$ cat src/rtl/branch_resolve_seq.sv
// Sequential RV32I branch comparator: resolves one chunk per cycle, MSB first.
// Define BRCMP_EARLY_EXIT_EN to finish on the first differing chunk.
module branch_resolve_seq #(
    parameter int DATA_WIDTH  = 32,
    parameter int CHUNK_WIDTH = 8
) (
    input  logic                  i_clk,
    input  logic                  i_rst,
    input  logic                  i_valid,
    output logic                  o_ready,
    input  logic [DATA_WIDTH-1:0] i_rs1,
    input  logic [DATA_WIDTH-1:0] i_rs2,
    input  logic [2:0]            i_funct3,
    output logic                  o_valid,
    input  logic                  i_ready,
    output logic                  o_taken,
    output logic                  o_breq,
    output logic                  o_brlt,
    output logic                  o_illegal
);

    localparam int N  = DATA_WIDTH / CHUNK_WIDTH;
    localparam int IW = (N > 1) ? $clog2(N) : 1;
    localparam logic [DATA_WIDTH-1:0] MSB_BIT =
        {1'b1, {(DATA_WIDTH-1){1'b0}}};

    typedef enum logic [1:0] {
        IDLE = 2'd0,
        BUSY = 2'd1,
        DONE = 2'd2
    } state_t;

    state_t                state;
    logic [DATA_WIDTH-1:0] a;
    logic [DATA_WIDTH-1:0] b;
    logic [2:0]            f3;
    logic [IW-1:0]         idx;
    logic                  resolved;
    logic                  lt;

    logic [CHUNK_WIDTH-1:0] ca;
    logic [CHUNK_WIDTH-1:0] cb;
    logic                   diff;
    logic                   early;
    logic [DATA_WIDTH-1:0]  flip;
    logic                   taken;

    // Operands shift left each cycle so the active chunk is always on top.
    assign ca   = a[DATA_WIDTH-1 -: CHUNK_WIDTH];
    assign cb   = b[DATA_WIDTH-1 -: CHUNK_WIDTH];
    assign diff = (ca != cb);
    assign flip = i_funct3[1] ? '0 : MSB_BIT;

`ifdef BRCMP_EARLY_EXIT_EN
    assign early = !resolved && diff;
`else
    assign early = 1'b0;
`endif

    always_ff @(posedge i_clk) begin
        if (i_rst) begin
            state    <= IDLE;
            a        <= '0;
            b        <= '0;
            f3       <= '0;
            idx      <= '0;
            resolved <= 1'b0;
            lt       <= 1'b0;
        end else begin
            unique case (state)
                IDLE: begin
                    if (i_valid) begin
                        a        <= i_rs1 ^ flip;
                        b        <= i_rs2 ^ flip;
                        f3       <= i_funct3;
                        idx      <= IW'(N - 1);
                        resolved <= 1'b0;
                        lt       <= 1'b0;
                        state    <= BUSY;
                    end
                end
                BUSY: begin
                    if (!resolved && diff) begin
                        resolved <= 1'b1;
                        lt       <= (ca < cb);
                    end
                    a <= a << CHUNK_WIDTH;
                    b <= b << CHUNK_WIDTH;
                    if (idx == '0 || early) begin
                        state <= DONE;
                    end else begin
                        idx <= idx - 1'b1;
                    end
                end
                DONE: begin
                    if (i_ready) begin
                        state <= IDLE;
                    end
                end
                default: state <= IDLE;
            endcase
        end
    end

    always_comb begin
        taken = 1'b0;
        case (f3)
            3'b000:         taken = !resolved;
            3'b001:         taken = resolved;
            3'b100, 3'b110: taken = lt;
            3'b101, 3'b111: taken = !lt;
            default:        taken = 1'b0;
        endcase
    end

    assign o_ready   = (state == IDLE);
    assign o_valid   = (state == DONE);
    assign o_taken   = o_valid && taken;
    assign o_breq    = o_valid && !resolved;
    assign o_brlt    = o_valid && lt;
    assign o_illegal = o_valid && (f3[2:1] == 2'b01);

endmodule

$ cat config.mk
export PLATFORM = sky130hd
export DESIGN_NAME = branch_resolve_seq
export DESIGN_NICKNAME = d
export VERILOG_FILES = /design/src/rtl/branch_resolve_seq.sv
export SDC_FILE = /design/constraint.sdc
export NUM_CORES = 1
export LEC_CHECK = 0
export ABC_AREA = 1
export BUFFER_PORTS_ARGS = -buffer_cell sky130_fd_sc_hd__buf_2
export CORE_AREA = 2 2 62 109
export CTS_CLUSTER_SIZE = 16
export DETAILED_ROUTE_END_ITERATION = 10
export DIE_AREA = 0 0 64 111
export PLACE_DENSITY = 0.77
export SYNTH_ARGS = -nofsm -noshare
export SYNTH_HDL_FRONTEND = slang
export SYNTH_SLANG_ARGS = --single-unit
$ cat constraint.sdc
create_clock -name i_clk -period 1.65 [get_ports i_clk]
set_input_delay 0.0825 -clock i_clk [delete_from_list [all_inputs] [get_ports i_clk]]
set_output_delay 0.0825 -clock i_clk [all_outputs]
set_load 0.005 [all_outputs]
* After elaboration in Yosys (flattened, before gate mapping) *
Cells that the tools add are included.
W data, S select, Z words.

word-level totals
  output and inout bits = 6
  logic and storage cells = 61
  register bits = 73
  bits of input ports = 71

cells by class
  eq/ne operators = 14
  magnitude comparators = 1
  reductions and logical operators = 18
  $add $sub $neg = 1
  bitwise logic cells = 2
  muxes and demuxes = 18

operators by type and width
  kind                  count
  $pmux W32 S2          2
  $mux W32              3
  $xor A32 B32 Y32      2
  $eq A3 B3 Y1 const B  4
  $mux W2               5
  $reduce_and A3 Y1     3
  $lt A8 B8 Y1          1
  $ne A2 B2 Y1 const B  4
  $ne A8 B8 Y1          1
  $pmux W2 S3           1
  $logic_and A1 B1 Y1   5
  $eq A2 B1 Y1 const B  2
  $logic_not A2 Y1      2
  $pmux W1 S2           2
  $pmux W1 S4           1
  $pmux W2 S2           1
  $reduce_and A2 Y1     2
  $reduce_or A2 Y1      2
  $eq A3 B1 Y1 const B  1
  $logic_not A3 Y1      1
  $mux W1               3
  $eq A2 B2 Y1 const B  1
  $logic_not A1 Y1      2
  $ne A2 B1 Y1 const B  1
  other kinds (2)       2

* Logic depth before layout (Yosys ltp) *
Gate-level depths: netlist (run 1).

  depth in word-level cells = 4
  gate-level depth with buffers = 10
  mapped depth without buffers = 10

* Worst setup path before layout (run 1) *
Ideal clock, no wire load.

  path kind = flip-flop to flip-flop
  from = register b[31]
  to = register lt
  library setup time = 0.116 ns
  arrival time = 1.042 ns
  setup slack = 0.493 ns
  cell stages (with the launch flop) = 10
  clock period less this slack = 1.157 ns
  required time = 1.534 ns
  path buffers = 0
  cell sequence = dfxtp_1 -> inv_1 -> ha_1 -> nand2_1 -> nor2_1 -> nand2_1 -> nand2_1 -> nand2_1 -> nand2_1 -> a21oi_1

between the ends
  cells in the longest elaborated chain, start to end = 4
  elaborated cells between the ends (all ways) = 7
  classes of those cells = order compare (1); eq/ne (2); mux (2); reduce/logical (2)

ends and longest elaborated chain
  element                                               line  RTL
  from (decl)                                           35    logic [DATA_WIDTH-1:0] b;
  from (signal assigned)                                74    b <= i_rs2 ^ flip;
  from (signal assigned)                                88    b <= b << CHUNK_WIDTH;
  branches (longest 4 deep; another with $lt A8 B8 Y1)  -
  to (signal assigned)                                  85    lt <= (ca < cb);
  to (decl)                                             39    logic lt;

Several ways; the timed one is not identified. The select of a mux whose other input is x is not followed.
A chain may end at the register's enable or synchronous reset.

* Final worst setup path (run 1) *
  from = register state[0]
  to = register a[21]

between the ends
  cells in the longest elaborated chain, start to end = 3
  elaborated cells between the ends (all ways) = 6
  classes of those cells = eq/ne (2); mux (1); reduce/logical (3)

ends and longest elaborated chain
  element                                                              line  RTL
  from (decl)                                                          33    state_t state;
  from (signal assigned)                                               62    state <= IDLE;
  from (signal assigned)                                               79    state <= BUSY;
  from (signal assigned)                                               90    state <= DONE;
  $eq A2 B1 Y1 or $logic_not A2 Y1 (tied branches)                     70    unique case (state)
  $reduce_bool A2 Y1 (no source line) or $ne A2 B2 Y1 (tied branches)  -
  $reduce_and A2 Y1 (no source line)                                   -
  to (signal assigned)                                                 73    a <= i_rs1 ^ flip;
  to (signal assigned)                                                 87    a <= a << CHUNK_WIDTH;
  to (decl)                                                            34    logic [DATA_WIDTH-1:0] a;

Parallel ways exist; a longest one is shown, timed or not.

==> impl_results.md, run 1 <==
- Path type of the worst setup path: reg2reg
- Area growth syn-to-layout: 23.2%
- Total power: 4.71 mW
- # IOs: 77
- Post CTS Setup Buffer Count: 0
- Sequential area share after synthesis: 0.453
- Syn_nets: 518
- First-pass GRT wire length: 13,000 um
- F_max: 700 MHz
- WL final: 7530 um
- EDFF count, synth: 0
- Final core utilization: 0.631
- Setup crit end kind: flip-flop
- CTS H-tree lvls: 3
- Routed Antenna Nets: 0
- TritonCTS clock tree: done
- GRT Total Usage: 0.232
- Largest net degree at the start of global routing: 40
- Mean Syn Cell Area: 7.36 um2
- Post-layout min period: 1.43 ns
- Final Hold Fails: 0
- Multiplexer area fraction after synthesis: 0
- Core Area: 6290 um2
- Most common cell after layout, fill and taps aside: nand2_1
- Netlist Area Pre-Place: 3230 um2
- Skew-Pair Late Insertion Delay: 0.33 ns
- Cts hold-fix bufs: 4
- Mapped Cells: 438
- DP HPWL: 5290 um
- Vias in the first global route: 2,969
- Die Width: 64 um
- Initial Utilization: 0.512
- Status: finished clean
- Simple-gate share of the synthesized area: 0.209
- Row count: 39
- Pins Over Slew Limit: 0
- FF-to-FF path depth: 6
- Total gr overflow: 0
- Buf+Inv Stages, Crit Path: 1
- Commonest non-fill, non-tap cells in the layout: nand2_1, buf_2, dfxtp_1
- Final #Nets: 590
- Post-Synth XOR/XNOR Area: 0.00543
- CTS clock-pin slew for the worst setup and hold paths: 0.05 ns
- Data required, critical path: 1.90 ns
- Worst rel slew slack: 0.771
- Endpoints failing setup: 0
- DRT Pass-1 Iters: 4
- Initial antenna violation count: 0
- Number of distinct library cells after synthesis: 22
- Clock Path Buffers: 2
- Slowest cell on crit path: dfxtp_1
- Maximum vdd ir drop: 717 uV
- Vias: 3,108
- Setup Skew: 0.00374 ns
- PortBufs: 76
- Worst Setup Start Kind: flip-flop
- Predominant post-synthesis flop cell: dfxtp_1
- Worst Hold Slack: 0.0116 ns
- Worst Max-Slew Pin Slew: 0.343 ns
- HP Class: in2reg
- Synth warn: 0
- Share of synthesized registers carrying an async set or reset: 0
- Number of diodes: 0
- # DRC: 0
- Final worst path period share: 0.866
- Yosys reg bits: 73
- Fraction of layout cells with a size suffix above 1: 0.200
- Hold path depth: 3
- Critical path's largest stage delay: 0.35 ns
- Vias per inst: 5.21
- Chip height: 111 um
- CTS Buf Count: 9
- Arr. time, crit path: 1.68 ns
- Crit path max-delay family: simple AND/OR/NAND/NOR gates
- Die Area: 7100 um2
- CP Depth: 6
- DR iter-0 viols: 206
- Routability cong.: 0.817
- Compound-gate portion of the synthesized area: 0.218
- Cell area power density: 1190 nW/um2
- Leak: 1.77 nW
- RSZ-0062 raised after global routing: false
- Root buffer cell: clkbuf_16
- Resized Gates After CTS: 0
- Largest family of logic cells by synthesized area: compound AO/OA/AOI/OAI gates
- Max-Cap Viols: 0
- TritonCTS sink count: 73
- Synth Area in Adders: 0.0349
- Avg WL per Cell: 12.6 um
- Critical path, cell by cell: nor2_4 > nand2_4 > nand2_4 > buf_4 > o21ai_1 > a31oi_1
- Crit path max fanout: 32
- Final TNS setup: 0 ns
- CP most frequent cell: nand2_4
==> area by class of cell <==
type / count / area (um2)
fill: 573 / 2320
multi-input combinational: 311 / 1510
sequential: 73 / 1460
timing repair buffer: 91 / 553
clock buffer: 15 / 258
tap: 82 / 103
inverter: 24 / 90.1
==> through the flow <==
stage	worst slack (ns)	cell area (um2)	cells
5_1_grt	0.0626	3970	596
4_1_cts	0.199	3970	596
6_report	0.221	3970	596
3_3_place_gp	0.294	3670	577
3_5_place_dp	0.253	3670	577
2_1_floorplan	0.493	3230	438
==> worst min-delay path, stage by stage <==
cell	delay, ns
buf_2	0.09
nand2_1	0.05
a21oi_1	0.06
==> report_power, final <==
part | leakage (nW) | internal (mW) | switching, mW
Clock | 0.124 | 1.05 | 0.642
Combinational | 1.04 | 0.378 | 0.540
Sequential | 0.604 | 1.98 | 0.120
Total | 1.77 | 3.41 | 1.30
==> synth_stat cells (2+ instances only) <==
| cell | n | area [um2] |
|---|---|---|
| nor2_1 | 15 | 56.3 |
| buf_4 | 6 | 45.0 |
| buf_6 | 2 | 22.5 |
| nand2_4 | 2 | 22.5 |
| a31oi_1 | 47 | 294 |
| clkbuf_1 | 8 | 30.0 |
| o21ai_0 | 28 | 140 |
| a21oi_1 | 27 | 135 |
| inv_2 | 2 | 7.51 |
| nand2_1 | 152 | 571 |
| xnor2_1 | 2 | 17.5 |
| dfxtp_1 | 73 | 1460 |
| inv_1 | 22 | 82.6 |
| ha_1 | 9 | 113 |
| buf_2 | 13 | 65.1 |
| o21ai_1 | 24 | 120 |
==> routing by layer <==
metal / vias to the layer above / global-route usage / share of wire
li1: 1605 / - / -
met1: 1415 / 0.263 / 0.40
met2: 78 / 0.394 / 0.54
met3: 10 / 0.0650 / 0.045
met4: 0 / 0.106 / 0.020
met5: - / 0 / 0
==> path summary, 6_finish.rpt <==
check | endpoint | slack, ns | startpoint
min reg2reg | a[5]$_SDFFE_PP0P_ | 0.46 | a[5]$_SDFFE_PP0P_
min | b[6]$_SDFFE_PP0P_ | 0.01 | i_rs2[6]
max | a[21]$_SDFFE_PP0P_ | 0.22 | state[0]$_SDFFE_PP0P_
max reg2reg | a[21]$_SDFFE_PP0P_ | 0.22 | state[0]$_SDFFE_PP0P_
==> sequential cells by signal, summed over array words and instances (netlist names) <==
name,count
idx,2
f3,3
state,2
b,32
a,32
resolved,1
lt,1
==> logic make-up (layout without fill, tap and decap cells) <==
family / after synthesis / after routing
compound gates: 128 / 128
xor+xnor: 2 / 2
fa+ha+maj: 9 / 9
buf+inv: 54 / 130
flops: 73 / 73
simple gates: 172 / 172
(Power assumes the default switching activity.)
==> run 2: changes to the inputs <==
--- a/config.mk
+++ b/config.mk
@@ -11,7 +11,7 @@
 export CTS_CLUSTER_SIZE = 16
 export DETAILED_ROUTE_END_ITERATION = 10
 export DIE_AREA = 0 0 64 111
-export PLACE_DENSITY = 0.77
+export PLACE_DENSITY = 0.87
 export SYNTH_ARGS = -nofsm -noshare
 export SYNTH_HDL_FRONTEND = slang
 export SYNTH_SLANG_ARGS = --single-unit
==> run 2 against run 1 <==
  * Combinational power fell by 0.5%
  * Die area did not move
  * Critical path depth is 1 lower
  * Cell area is 0.88% higher
  * Critical path type is now reg2out
  * Non-clock buffer count shrank 1
  * Core utilization increased by 0.56 points
  * First-iteration DRC count increased by 13%
  * Via count grew 0.90%
==> impl_results.md, run 2 (same netlist as run 1, synthesis figures left out) <==
- Die Width: 64 um
- Final TNS setup: 0 ns
- GRT Total Usage: 0.226
- Total power: 5.13 mW
- Avg WL per Cell: 12.8 um
- Slowest cell on crit path: dfxtp_1
- Vias in the first global route: 2,915
- F_max: 689 MHz
- Worst reg2reg endpoint: b[4]$_SDFFE_PP0P_
- Hold Startpoint: i_rs1[0]
- DRT Pass-1 Iters: 5
- Most common cell after layout, fill and taps aside: nand2_1
- Arr. time, crit path: 1.37 ns
- Final worst path period share: 0.879
- Crit path max fanout: 3
- Max-Cap Viols: 0
- Post-route setup slack: 0.199 ns
- PortBufs: 76
- RSZ-0062 raised after global routing: false
- Number of diodes: 0
- Fraction of layout cells with a size suffix above 1: 0.211
- Worst Setup Start Kind: flip-flop
- Data required, critical path: 1.57 ns
- Core Area: 6290 um2
- Cell area power density: 1280 nW/um2
- Final Hold Fails: 0
- Fillers: 541
- Total gr overflow: 0
- Setup Skew: 0.00506 ns
- Worst R2R Setup Slack: 0.29 ns
- # IOs: 77
- Critical path, cell by cell: inv_1 > nor2_1 > o21ai_0 > a21oi_1 > buf_2
- Vias per inst: 5.27
- Worst Max-Slew Pin Slew: 0.328 ns
- Largest registers: a x32, b x32, f3 x3
- Worst Hold Slack: 0.00521 ns
- # DRC: 0
- Crit Reg-Reg Startpoint: state[0]$_SDFFE_PP0P_
- Initial Utilization: 0.512
- DP HPWL: 5390 um
- Endpoints failing setup: 0
- DR iter-0 viols: 233
- Routability cong.: 0.843
- Final instance area: 4010 um2
- Post-route insts no fill: 595
- CTS H-tree lvls: 3
- Path type of the worst setup path: reg2out
- Post-layout min period: 1.45 ns
- Vias: 3,136
- Area growth syn-to-layout: 24.2%
- Skew-Pair Late Insertion Delay: 0.33 ns
- Final #Nets: 589
- Status: finished clean
- HP Class: in2reg
- CTS clock-pin slew for the worst setup and hold paths: 0.05 ns
- Total placed cells including tap cells: 578
- First-pass GRT wire length: 12,600 um
- Routed Antenna Nets: 0
- Row count: 39
- Maximum vdd ir drop: 885 uV
- Hold path depth: 3
- Root buffer cell: clkbuf_16
- DP Worst Slack: 0.300 ns
- Worst Hold End: a[0]$_SDFFE_PP0P_
- TritonCTS clock tree: done
- Chip height: 111 um
- Resized Gates After CTS: 0
- Pins Over Slew Limit: 0
- Setup crit end kind: output pin
- Initial antenna violation count: 0
- Leak: 1.80 nW
- Largest net degree at the start of global routing: 49
- Post-DP Area: 3660 um2
- CTS Buf Count: 9
- FF-to-FF path depth: 6
- Worst rel slew slack: 0.781
- Clock Path Buffers: 2
- WL final: 7620 um
- Commonest non-fill, non-tap cells in the layout: nand2_1, buf_2, dfxtp_1
- Die Area: 7100 um2
- TritonCTS sink count: 73
- Final core utilization: 0.637
- Critical path's largest stage delay: 0.38 ns
[run 2: layer usage]
layer  global-route usage  up-vias  share of wire
met2                0.388       95           0.51
met5                    0        -              0
met1                0.257     1424           0.41
met3               0.0528       18          0.048
met4                0.107        0          0.030
li1                     -     1599              -
[run 2: worst max-delay path by stage]
stage / start / endpoint / slack (ns) / depth (start not counted)
global route: state[1]$_SDFFE_PP0P_ / o_taken / 0.14 / 5
CTS: state[1]$_SDFFE_PP0P_ / o_taken / 0.21 / 5
finish: state[1]$_SDFFE_PP0P_ / o_taken / 0.20 / 5
floorplan: b[31]$_SDFFE_PP0P_ / lt$_SDFFE_PP0P_ / 0.49 / 9
global placement: state[1]$_SDFFE_PP0P_ / idx[0]$_SDFFE_PP0P_ / 0.37 / 6
detailed placement: state[0]$_SDFFE_PP0P_ / b[2]$_SDFFE_PP0P_ / 0.30 / 6
[run 2: cell type report]
type,instances,area [um2],area share
Sequential cell,73,1460,0.365
Timing Repair Buffer,90,515,0.129
Multi-Input combinational cell,311,1510,0.376
Tap cell,82,103,0.0256
Clock buffer,13,270,0.0674
Clock inverter,2,60.1,0.0150
Inverter,24,90.1,0.0225
[run 2: report_power, final]
part,internal (mW),switching [mW]
logic,0.368,0.545
clock network,1.44,0.685
registers,1.98,0.117
[run 2: repair_timing]
action / CTS / global route
setup buffers: 0 / 0
endpoints found under the hold margin: 2 / 0
hold buffers: 2 / 0
[run 2: worst max-delay path: cells and delay by family, from the launching register on]
family / cells / cell delay [ns]
AO/OA/AOI/OAI: 2 / 0.26
AND/OR/NAND/NOR: 1 / 0.20
buffers and inverters: 2 / 0.21
flip-flops: 1 / 0.38
==> run 3: changes to the inputs <==
==> constraint.sdc (replaced) <==
create_clock -name i_clk -period 1.65 [get_ports i_clk]
set_input_delay 0.33 -clock i_clk [delete_from_list [all_inputs] [get_ports i_clk]]
set_output_delay 0.33 -clock i_clk [all_outputs]
set_load 0.005 [all_outputs]
==> run 3 against run 2 <==
  * Clock skew barely moved
  * Register-to-register slack got worse by 0.03 ns
  * Sequential power barely moved
  * Flip-flop and latch count did not move
  * Sequential share of layout area rose by 0.75 points
  * Global-route usage fell by 0.061 points
  * Count of clock-buffer cells in the layout fell by 2
  * Fmax fell by 9.4%
  * Critical endpoint unchanged
  * Largest cell class unchanged
  * Largest power group is now sequential cells
==> impl_results.md, run 3 (same netlist as run 1, synthesis figures left out) <==
- HP Class: in2reg
- Hold path depth: 3
- Data required, critical path: 1.32 ns
- Critical path startpoint: state[1]$_SDFFE_PP0P_
- Die Width: 64 um
- Fraction of layout cells with a size suffix above 1: 0.218
- Max-Cap Viols: 0
- DP HPWL: 5440 um
- Clock Path Buffers: 2
- Number of diodes: 0
- Worst Max-Slew Pin Slew: 0.279 ns
- Crit path max fanout: 3
- Root buffer cell: clkbuf_16
- Avg WL per Cell: 12.8 um
- Routed Antenna Nets: 0
- Endpoints failing setup: 0
- WL final: 7580 um
- Initial antenna violation count: 0
- DR iter-0 viols: 188
- TritonCTS sink count: 73
- CTS Buf Count: 9
- Hold Startpoint: i_rs1[3]
- Setup crit end kind: output pin
- First-pass GRT wire length: 12,600 um
- Cell area power density: 1200 nW/um2
- F_max: 625 MHz
- CTS H-tree lvls: 3
- Worst rel slew slack: 0.814
- CTS clock-pin slew for the worst setup and hold paths: 0.05 ns
- Largest net degree at the start of global routing: 46
- Crit Reg-Reg Startpoint: state[0]$_SDFFE_PP0P_
- Post-route insts no fill: 592
- GRT Total Usage: 0.225
- Arr. time, crit path: 1.27 ns
- # IOs: 77
- DRT Pass-1 Iters: 4
- Maximum vdd ir drop: 1000 uV
- Worst reg2reg endpoint: b[24]$_SDFFE_PP0P_
- FF-to-FF path depth: 6
- PortBufs: 76
- Skew-Pair Late Insertion Delay: 0.33 ns
- TritonCTS clock tree: done
- Total gr overflow: 0
- Status: finished clean
- Largest registers: a x32, b x32, f3 x3
- Vias: 3,073
- Die Area: 7100 um2
- Pins Over Slew Limit: 0
- Leak: 1.76 nW
- Vias per inst: 5.19
- Routability cong.: 0.825
- Final #Nets: 586
- Final Hold Fails: 0
- Post-layout min period: 1.60 ns
- Commonest non-fill, non-tap cells in the layout: nand2_1, buf_2, dfxtp_1
- Initial Utilization: 0.512
- Worst Hold End: a[3]$_SDFFE_PP0P_
- Setup Skew: 0.00498 ns
- Total placed cells including tap cells: 577
- Final core utilization: 0.625
- Row count: 39
- Final worst path period share: 0.970
- Cts hold-fix bufs: 0
- Worst R2R Setup Slack: 0.26 ns
- Core Area: 6290 um2
- Vias in the first global route: 2,936
- Area growth syn-to-layout: 22.0%
- Chip height: 111 um
- # DRC: 0
- Most common cell after layout, fill and taps aside: nand2_1
- Path type of the worst setup path: reg2out
- Worst Setup Start Kind: flip-flop
==> run 3: how the worst max path moves through the flow <==
stage          slack [ns]                  end
2_1_floorplan        0.49              o_taken
3_3_place_gp         0.35              o_taken
3_5_place_dp         0.30  idx[0]$_SDFFE_PP0P_
4_1_cts              0.03              o_taken
5_1_grt            -0.007              o_taken
6_report             0.05              o_taken
==> run 3: final cells by class <==
| class | count | area (um2) |
|---|---|---|
| clock buffer | 11 | 243 |
| timing repair buffer | 87 | 500 |
| tap | 82 | 103 |
| fill | 553 | 2360 |
| inverter | 24 | 90.1 |
| multi-input combinational | 311 | 1510 |
| sequential | 73 | 1460 |
| clock inverter | 4 | 20.0 |
==> run 3: worst max-delay path, cell delays in order (launching register included) <==
cell,delay [ns]
dfxtp_2,0.35
inv_1,0.07
nor2_2,0.12
o21ai_0,0.10
a21oi_1,0.16
buf_2,0.14
==> run 3: through the flow <==
step                worst slack [ns]  hold WS, ns  total power [mW]  area, um2  TNS (ns)
finish                        0.0496        0.249              4.73       3930         0
global route                -0.00707        0.251              5.00       3930  -0.00707
CTS                           0.0333        0.243              4.75       3930         0
detailed placement             0.296        0.454              3.04       3660         0
global placement               0.349        0.441              2.99       3660         0
floorplan                      0.489        0.434              2.77       3230         0
==> run 3: metal layers <==
| metal | vias up | part of all wire | track usage |
|---|---|---|---|
| met2 | 79 | 0.53 | 0.383 |
| met3 | 15 | 0.045 | 0.0660 |
| met4 | 0 | 0.021 | 0.100 |
| met1 | 1384 | 0.41 | 0.254 |
| li1 | 1595 | - | - |
| met5 | - | 0 | 0 |
==> run 3: what timing repair did <==
action,CTS,global route
endpoints found under the setup margin,1,1
buffers inserted,0,0
gates resized for setup,2,3
pin swaps,0,1
==> run 3: where the power goes <==
group / internal, mW / leakage, nW / switching (mW) / total (mW)
logic: 0.365 / 1.02 / 0.541 / 0.906
clock network: 1.04 / 0.135 / 0.686 / 1.72
registers: 1.98 / 0.605 / 0.123 / 2.10
